==> config.mk <==
export PLATFORM = sky130hd
export DESIGN_NAME = period_meter
export DESIGN_NICKNAME = d
export VERILOG_FILES = /design/src/rtl/period_meter.sv
export SDC_FILE = /design/constraint.sdc
export NUM_CORES = 1
export LEC_CHECK = 0
export BUFFER_PORTS_ARGS = -buffer_cell sky130_fd_sc_hd__buf_2
export CORE_MARGIN = 3
export CORE_UTILIZATION = 58
export CTS_CLUSTER_SIZE = 14
export DETAILED_ROUTE_END_ITERATION = 10
export GPL_ROUTABILITY_DRIVEN = 0
export HOLD_SLACK_MARGIN = 0.1
export PLACE_DENSITY = 0.88
export SYNTH_ARGS = -nofsm -noshare
export SYNTH_HDL_FRONTEND = slang
export SYNTH_SLANG_ARGS = --single-unit
export TNS_END_PERCENT = 50
==> constraint.sdc <==
create_clock -name clk -period 5 [get_ports clk]
set_clock_uncertainty 0.15 [all_clocks]
set_input_delay 0.25 -clock clk [delete_from_list [all_inputs] [get_ports clk]]
set_output_delay 0.25 -clock clk [all_outputs]
set_load 0.01 [all_outputs]
==> src/rtl/period_meter.sv <==
`default_nettype none
// ============================================================================
// Module   : period_meter
// Brief    : Measures period and high time of an asynchronous sig_in in clk
//            cycles between consecutive rising edges, with a sticky timeout.
// Revision : 1.0 - initial release
// ============================================================================
module period_meter #(
    parameter  int MAX_PERIOD = 12000000,
    localparam int WIDTH      = $clog2(MAX_PERIOD + 1)
) (
    input  logic             clk,
    input  logic             rst,
    input  logic             sig_in,
    output logic [WIDTH-1:0] period,
    output logic [WIDTH-1:0] high_time,
    output logic             valid,
    output logic             timeout
);

    localparam logic [WIDTH-1:0] c_max_period = WIDTH'(MAX_PERIOD);
    localparam logic [WIDTH-1:0] c_one        = WIDTH'(1);

    typedef enum logic [0:0] {
        IDLE    = 1'b0,
        MEASURE = 1'b1
    } state_t;

    state_t           r_state;
    state_t           w_state_nxt;
    logic             r_s1;
    logic             r_s2;
    logic             r_prev;
    logic [WIDTH-1:0] r_cnt;
    logic [WIDTH-1:0] w_cnt_nxt;
    logic [WIDTH-1:0] r_high_cnt;
    logic [WIDTH-1:0] w_high_cnt_nxt;
    logic [WIDTH-1:0] r_period;
    logic [WIDTH-1:0] w_period_nxt;
    logic [WIDTH-1:0] r_high_time;
    logic [WIDTH-1:0] w_high_time_nxt;
    logic             r_valid;
    logic             w_valid_nxt;
    logic             r_timeout;
    logic             w_timeout_nxt;
    logic             w_rise;

    // Synchronizer resets high so a level held through reset is not an edge.
    always_ff @(posedge clk or posedge rst) begin
        if (rst) begin
            r_s1   <= 1'b1;
            r_s2   <= 1'b1;
            r_prev <= 1'b1;
        end else begin
            r_s1   <= sig_in;
            r_s2   <= r_s1;
            r_prev <= r_s2;
        end
    end

    assign w_rise = r_s2 & ~r_prev;

    always_ff @(posedge clk or posedge rst) begin
        if (rst) begin
            r_state     <= IDLE;
            r_cnt       <= '0;
            r_high_cnt  <= '0;
            r_period    <= '0;
            r_high_time <= '0;
            r_valid     <= 1'b0;
            r_timeout   <= 1'b0;
        end else begin
            r_state     <= w_state_nxt;
            r_cnt       <= w_cnt_nxt;
            r_high_cnt  <= w_high_cnt_nxt;
            r_period    <= w_period_nxt;
            r_high_time <= w_high_time_nxt;
            r_valid     <= w_valid_nxt;
            r_timeout   <= w_timeout_nxt;
        end
    end

    always_comb begin
        w_state_nxt     = r_state;
        w_cnt_nxt       = r_cnt;
        w_high_cnt_nxt  = r_high_cnt;
        w_period_nxt    = r_period;
        w_high_time_nxt = r_high_time;
        w_valid_nxt     = 1'b0;
        w_timeout_nxt   = r_timeout;
        case (r_state)
            IDLE: begin
                if (w_rise) begin
                    w_state_nxt    = MEASURE;
                    w_cnt_nxt      = c_one;
                    w_high_cnt_nxt = c_one;
                end
            end
            MEASURE: begin
                if (w_rise) begin
                    w_period_nxt    = r_cnt;
                    w_high_time_nxt = r_high_cnt;
                    w_valid_nxt     = 1'b1;
                    w_timeout_nxt   = 1'b0;
                    w_cnt_nxt       = c_one;
                    w_high_cnt_nxt  = c_one;
                end else if (r_cnt == c_max_period) begin
                    // Counter saturated without an edge: disarm instead of wrapping.
                    w_timeout_nxt  = 1'b1;
                    w_state_nxt    = IDLE;
                    w_cnt_nxt      = '0;
                    w_high_cnt_nxt = '0;
                end else begin
                    w_cnt_nxt = r_cnt + c_one;
                    if (r_s2) begin
                        w_high_cnt_nxt = r_high_cnt + c_one;
                    end
                end
            end
            default: begin
                w_state_nxt = IDLE;
            end
        endcase
    end

    assign period    = r_period;
    assign high_time = r_high_time;
    assign valid     = r_valid;
    assign timeout   = r_timeout;

endmodule
`default_nettype wire

==> results.toml, run 1 <==
[timing]
relSlewSlack_pct = 39.8
setup_violations = 0
drv_slew = 0
clock.fmax_mhz = 328
rsz0062_at_grt = "false"
setup_tns_ns = 0
post-route-min-period_ns = 3.05
fin_crit_sh_pct = 61.0
whs_ns = 0.231
worst_slew_pin_slew_ns = 0.895
hold_viol_final = 0

[grt]
first_global_vias = 3703
antenna_found_initial = 0
grt_pass1_wl_um = 17800
grt_use_total_pct = 25.0
grt_max_degree = 71
grt_overflow = 0

[hold_path]
min_path_type = "reg -> reg"

[placement]
dp_cells = 587
dpl.hpwl_um = 7090
dpl_cell_area_sq_um = 5070
port-buffer-count = 52

[route]
dr.pass1.iters = 5
drt_wl_total_um = 10600
vias_per_cell = 6.32
drc = 0
postRouteAntennaNets = 0
drt_iter0_markers = 371
vias = 3822
wire_per_inst_um = 17.5

[clock_tree]
clk_latency_ns = 0.38
postCtsSetupRepairBufs = 0
htree_num_levels = 3
cts_tree = "done"
path_clk_slew_ns = 0.09
cts_root_buf = "clkbuf_8"
cts_buffers = 9
clock-sinks = 102
clockBufferDepth = 2

[setup_path]
path_cells = "inv_1, nor2_1, nand2_1, inv_1, buf_4, mux2_2"
r2r-end = "high_time[19]$_DFFE_PP0P_"
worst_path_dominant_cell_family = "buffers and inverters"
r2r_slack_ns = 1.95
cp_max_fo = 23
critical_path_class = "reg -> reg"
crit_end = "high_time[19]$_DFFE_PP0P_"
crit_top_cell = "inv_1"
cp-end-kind = "flip-flop"
critPathLaunch = "r_s2$_DFF_PP1_"
start_kind = "flip-flop"
crit_cells = 6
crit_arrival_ns = 3.16
worstPathRequired_ns = 5.11
critical_path_buf_inv_count = 3
reg2reg_depth = 6
cp_slowest_cell = "inv_1"
cpPeakStageDelay_ns = 0.66
reg2reg_from = "r_s2$_DFF_PP1_"

[layout]
nets = 504
num-fill-cells = 595
antenna_cells = 0
synthToLayoutAreaGrowth_pct = 11.8
fin_area_sq_um = 5290
drive_above_1_share_pct = 24.5
multi_input_area_sq_um = 2030
seqCellArea_sq_um = 2560
fin_cells = 605
postLayoutCoreUtil_pct = 67.8

[die]
die_h_um = 96.3
die_w_um = 96.3
core-area_sq_um = 7810
io_pins = 53
rows = 32
dieArea_sq_um = 9280
initial_core_util_pct = 60.6

[logic_synthesis]
synthCells = 450
yosys.area.top_type = "dfrtp_1"
syn_nets = 456
synth.area.top_cells = "dfrtp_1 (52%), mux2_2 (9.0%), o21ai_0 (4.5%)"
yosysWarnings = 0
ys_ff_latch = 102
syn_area_per_cell_sq_um = 10.5
synth_area_sq_um = 4730
yosysSeqAreaShare_pct = 54.0
synth_top_area_share_pct = 52.4
synth_cell_types = 47

[run]
maxCapViolCount = 0

[power_and_ir_drop]
ir_worst_vdd_v = 0.000230
leakagePower_nw = 2.43
powerDensity_nw_per_um2 = 315

[outcome]
status = "finished clean"
report_power, final:
part / switching [W] / internal, W / total, W
combinational: 0.000112 / 0.0000743 / 0.000186
sequential: 0.0000625 / 0.000875 / 0.000937
clock: 0.000307 / 0.000238 / 0.000545
flip-flops by register name, indices dropped and copies added (netlist names):
name / flops
r_s1: 1
r_state: 1
high_time: 24
timeout: 1
r_prev: 1
valid: 1
r_high_cnt: 24
period: 24
r_s2: 1
r_cnt: 24
cell usage in the layout (no fill, tap or decap), drive strengths merged, types with 5 or more instances in the layout:
master	instances
nand4	12
or4	10
nor2	13
o31ai	8
inv	18
nor3	8
mux2i	5
or3	21
buf	56
o21ai	44
dfrtp	99
nor4	6
a31oi	14
nand3	26
mux2	38
nand2	48
clkbuf	9
a21oi	28
routing by layer:
metal / up-vias / part of all wire, % / track usage, %
met2: 159 / 48 / 39.2
met4: 0 / 1.4 / 10.0
met3: 12 / 6.6 / 5.00
met1: 1887 / 44 / 34.2
met5: - / 0 / 0
li1: 1764 / - / -
cell type report:
type                            instances  share of cell area [%]
Multi-Input combinational cell        312                    38.5
Clock inverter                          7                    1.49
Inverter                               15                    1.11
Sequential cell                       102                    48.3
Clock buffer                            9                    2.34
Tap cell                              102                    2.41
Timing Repair Buffer                   58                    5.87
worst register-to-register path, delay by kind of cell, from the launching register on:
family	cells	cell delay, ns
buf+inv	3	1.14
flops	1	0.59
mux	1	0.38
simple gates	2	0.66
through the flow:
step | total power, W | worst slack, ns
final | 0.00167 | 1.95
after global routing | 0.00174 | 1.71
after detailed placement | 0.00114 | 1.92
after floorplan | 0.00107 | 1.93
after global placement | 0.00112 | 2.07
after CTS | 0.00167 | 1.92
cell usage after synthesis, drive strengths merged:
library cell	count
nor4	6
or3	21
dfrtp	99
a211oi	1
a21o	3
o21ai	44
nor2	13
nand4b	1
or4bb	1
and3	3
nand3	26
a22o	1
or4	10
buf	7
o211ai	2
nand4	12
mux2	38
o31a	1
a22oi	1
or4b	1
mux2i	5
a31oi	14
nand3b	1
nand4bb	1
ha	3
nor3	8
nand2	48
nor3b	1
a2111oi	1
a41oi	1
and4	2
nand2b	3
xor2	2
inv	15
clkbuf	14
a21oi	28
dfstp	3
o31ai	8
o311ai	1
logic make-up (layout without fill, tap and decap cells):
kind of cell | Yosys count | in the layout | synth area share, %
xor gates and xnor gates | 2 | 2 | 0.370
and+or+nand+nor | 158 | 158 | 18.0
muxes | 43 | 43 | 10.1
AOI/OAI and AO/OA | 106 | 106 | 13.5
buffers and inverters | 36 | 89 | 3.23
DFF | 102 | 102 | 54.0
adders and majority gates | 3 | 3 | 0.794
worst min-delay path by stage:
stage / cells after the start / start / endpoint
after global routing: 0 / r_s1$_DFF_PP1_ / r_s2$_DFF_PP1_
after CTS: 0 / r_s1$_DFF_PP1_ / r_s2$_DFF_PP1_
after global placement: 2 / rst / period[11]$_DFFE_PP0P_
after detailed placement: 2 / rst / period[11]$_DFFE_PP0P_
final: 0 / r_s1$_DFF_PP1_ / r_s2$_DFF_PP1_
after floorplan: 0 / sig_in / r_s1$_DFF_PP1_
what timing repair did:
action / CTS / global route
gates resized for setup: 0 / 0
endpoints found under the hold margin: 33 / 0
hold buffers: 2 / 0
Note: power is estimated with default switching activity, not from simulation.
==> run 2, diff against run 1 <==
clock period = 3.1 ns   (was 5 ns; I/O delays follow)
==> run 2 against run 1 <==
Compared with the run above: register-to-register slack got worse by 1.5 ns; via count up 3.3%; count of clock-buffer cells in the layout rose by 2; first-iteration DRC count decreased by 1.3%; worst hold slack got worse by 0.019 ns; clock power is 71% higher; non-clock buffer count is 11 higher; critical path depth shrank 1; wire length is 1.1% higher; combinational power grew 72%; die area stayed put; global-route usage decreased by 0.15 points.
==> results.toml, run 2 (same netlist as run 1, synthesis figures left out) <==
[outcome]
status = "finished clean"

[grt]
grt_pass1_wl_um = 17700
antenna_found_initial = 0
grt_max_degree = 51
grt_use_total_pct = 24.8
first_global_vias = 3698
grt_overflow = 0

[setup_path]
crit_top_cell = "or4_1"
critical_path_class = "reg -> reg"
cp-end-kind = "flip-flop"
worst_path_dominant_cell_family = "simple AND/OR/NAND/NOR gates"
crit_arrival_ns = 2.84
critical_path_buf_inv_count = 0
start_kind = "flip-flop"
cp_max_fo = 23
cp_slowest_cell = "or4_1"
worstPathRequired_ns = 3.25
path_cells = "or4_1, nor3_4, a22oi_2, or4_1, a21oi_1"
cpPeakStageDelay_ns = 0.62

[route]
drt_iter0_markers = 366
wire_per_inst_um = 17.4
dr.pass1.iters = 6
drt_wl_total_um = 10700
drc = 0
vias_per_cell = 6.41
vias = 3949
postRouteAntennaNets = 0

[layout]
nets = 515
antenna_cells = 0
layout_common_cells = "dfrtp_1 (99), buf_2 (52), nand2_1 (48)"
drive_above_1_share_pct = 25.9
num-fill-cells = 545
layout_commonest_cell = "dfrtp_1"
synthToLayoutAreaGrowth_pct = 14.0

[clock_tree]
cts_root_buf = "clkbuf_8"
clockBufferDepth = 2
clock-sinks = 102
ctsHoldBuffers = 2
cts_buffers = 9
clk_latency_ns = 0.37
htree_num_levels = 3
cts_tree = "done"
ctsResizeCount = 0
postCtsSetupRepairBufs = 0
path_clk_slew_ns = 0.10

[timing]
drv_slew = 0
rsz0062_at_grt = "false"
setup_violations = 0
hold_viol_final = 0
fin_crit_sh_pct = 86.8
worst_slew_pin_slew_ns = 0.886
clock.fmax_mhz = 372
post-route-min-period_ns = 2.69
relSlewSlack_pct = 41.0
setup_tns_ns = 0

[die]
rows = 32
dieArea_sq_um = 9280
initial_core_util_pct = 60.6
die_h_um = 96.3
die_w_um = 96.3
io_pins = 53
core-area_sq_um = 7810

[power_and_ir_drop]
ir_worst_vdd_v = 0.000323
powerDensity_nw_per_um2 = 511
leakagePower_nw = 2.50
power_w = 0.00276

[placement]
dpl.hpwl_um = 7470
port-buffer-count = 52

[run]
maxCapViolCount = 0

[hold_path]
min_path_type = "reg -> reg"
-- run 2: path summary, 6_finish.rpt --
kind,from,to,slack [ns],cells after the start
min in group asynchronous,rst,period[1]$_DFFE_PP0P_,0.25,3
min reg2reg,r_s1$_DFF_PP1_,r_s2$_DFF_PP1_,0.21,0
min,r_s1$_DFF_PP1_,r_s2$_DFF_PP1_,0.21,0
max reg2reg,r_cnt[5]$_DFFE_PP0P_,r_high_cnt[20]$_DFFE_PP0P_,0.41,5
max,r_cnt[5]$_DFFE_PP0P_,r_high_cnt[20]$_DFFE_PP0P_,0.41,5
max in group asynchronous,rst,r_cnt[10]$_DFFE_PP0P_,1.77,4
-- run 2: layout make-up --
class | count | area, sq um | share of cell area (%)
Clock buffer | 11 | 141 | 2.62
Multi-Input combinational cell | 312 | 2030 | 37.7
Inverter | 15 | 58.8 | 1.09
Timing Repair Buffer | 69 | 393 | 7.28
Clock inverter | 5 | 82.6 | 1.53
Tap cell | 102 | 128 | 2.37
Sequential cell | 102 | 2560 | 47.4
-- run 2: where the power goes --
part | total [W] | internal [W] | switching [W]
logic | 0.000319 | 0.000126 | 0.000193
clock network | 0.000933 | 0.000479 | 0.000454
registers | 0.00150 | 0.00141 | 0.0000928
-- run 2: metrics by stage --
stage	area (sq um)	hold WS (ns)	instances	util, %	setup slack [ns]
after floorplan	4730	0.00948	450	-	0.124
after global placement	5150	0.112	598	66.0	0.545
after detailed placement	5150	0.111	598	66.0	0.452
after CTS	5390	0.212	616	69.1	0.434
after global routing	5390	0.215	616	69.1	0.267
final	5390	0.212	616	69.1	0.410
-- run 2: per-layer routing --
layer	vias up	global-route usage, %	share of wire [%]
met1	1926	34.8	43
met3	27	4.85	8.5
li1	1781	-	-
met2	215	37.6	46
met4	0	11.1	2.3
met5	-	0	0
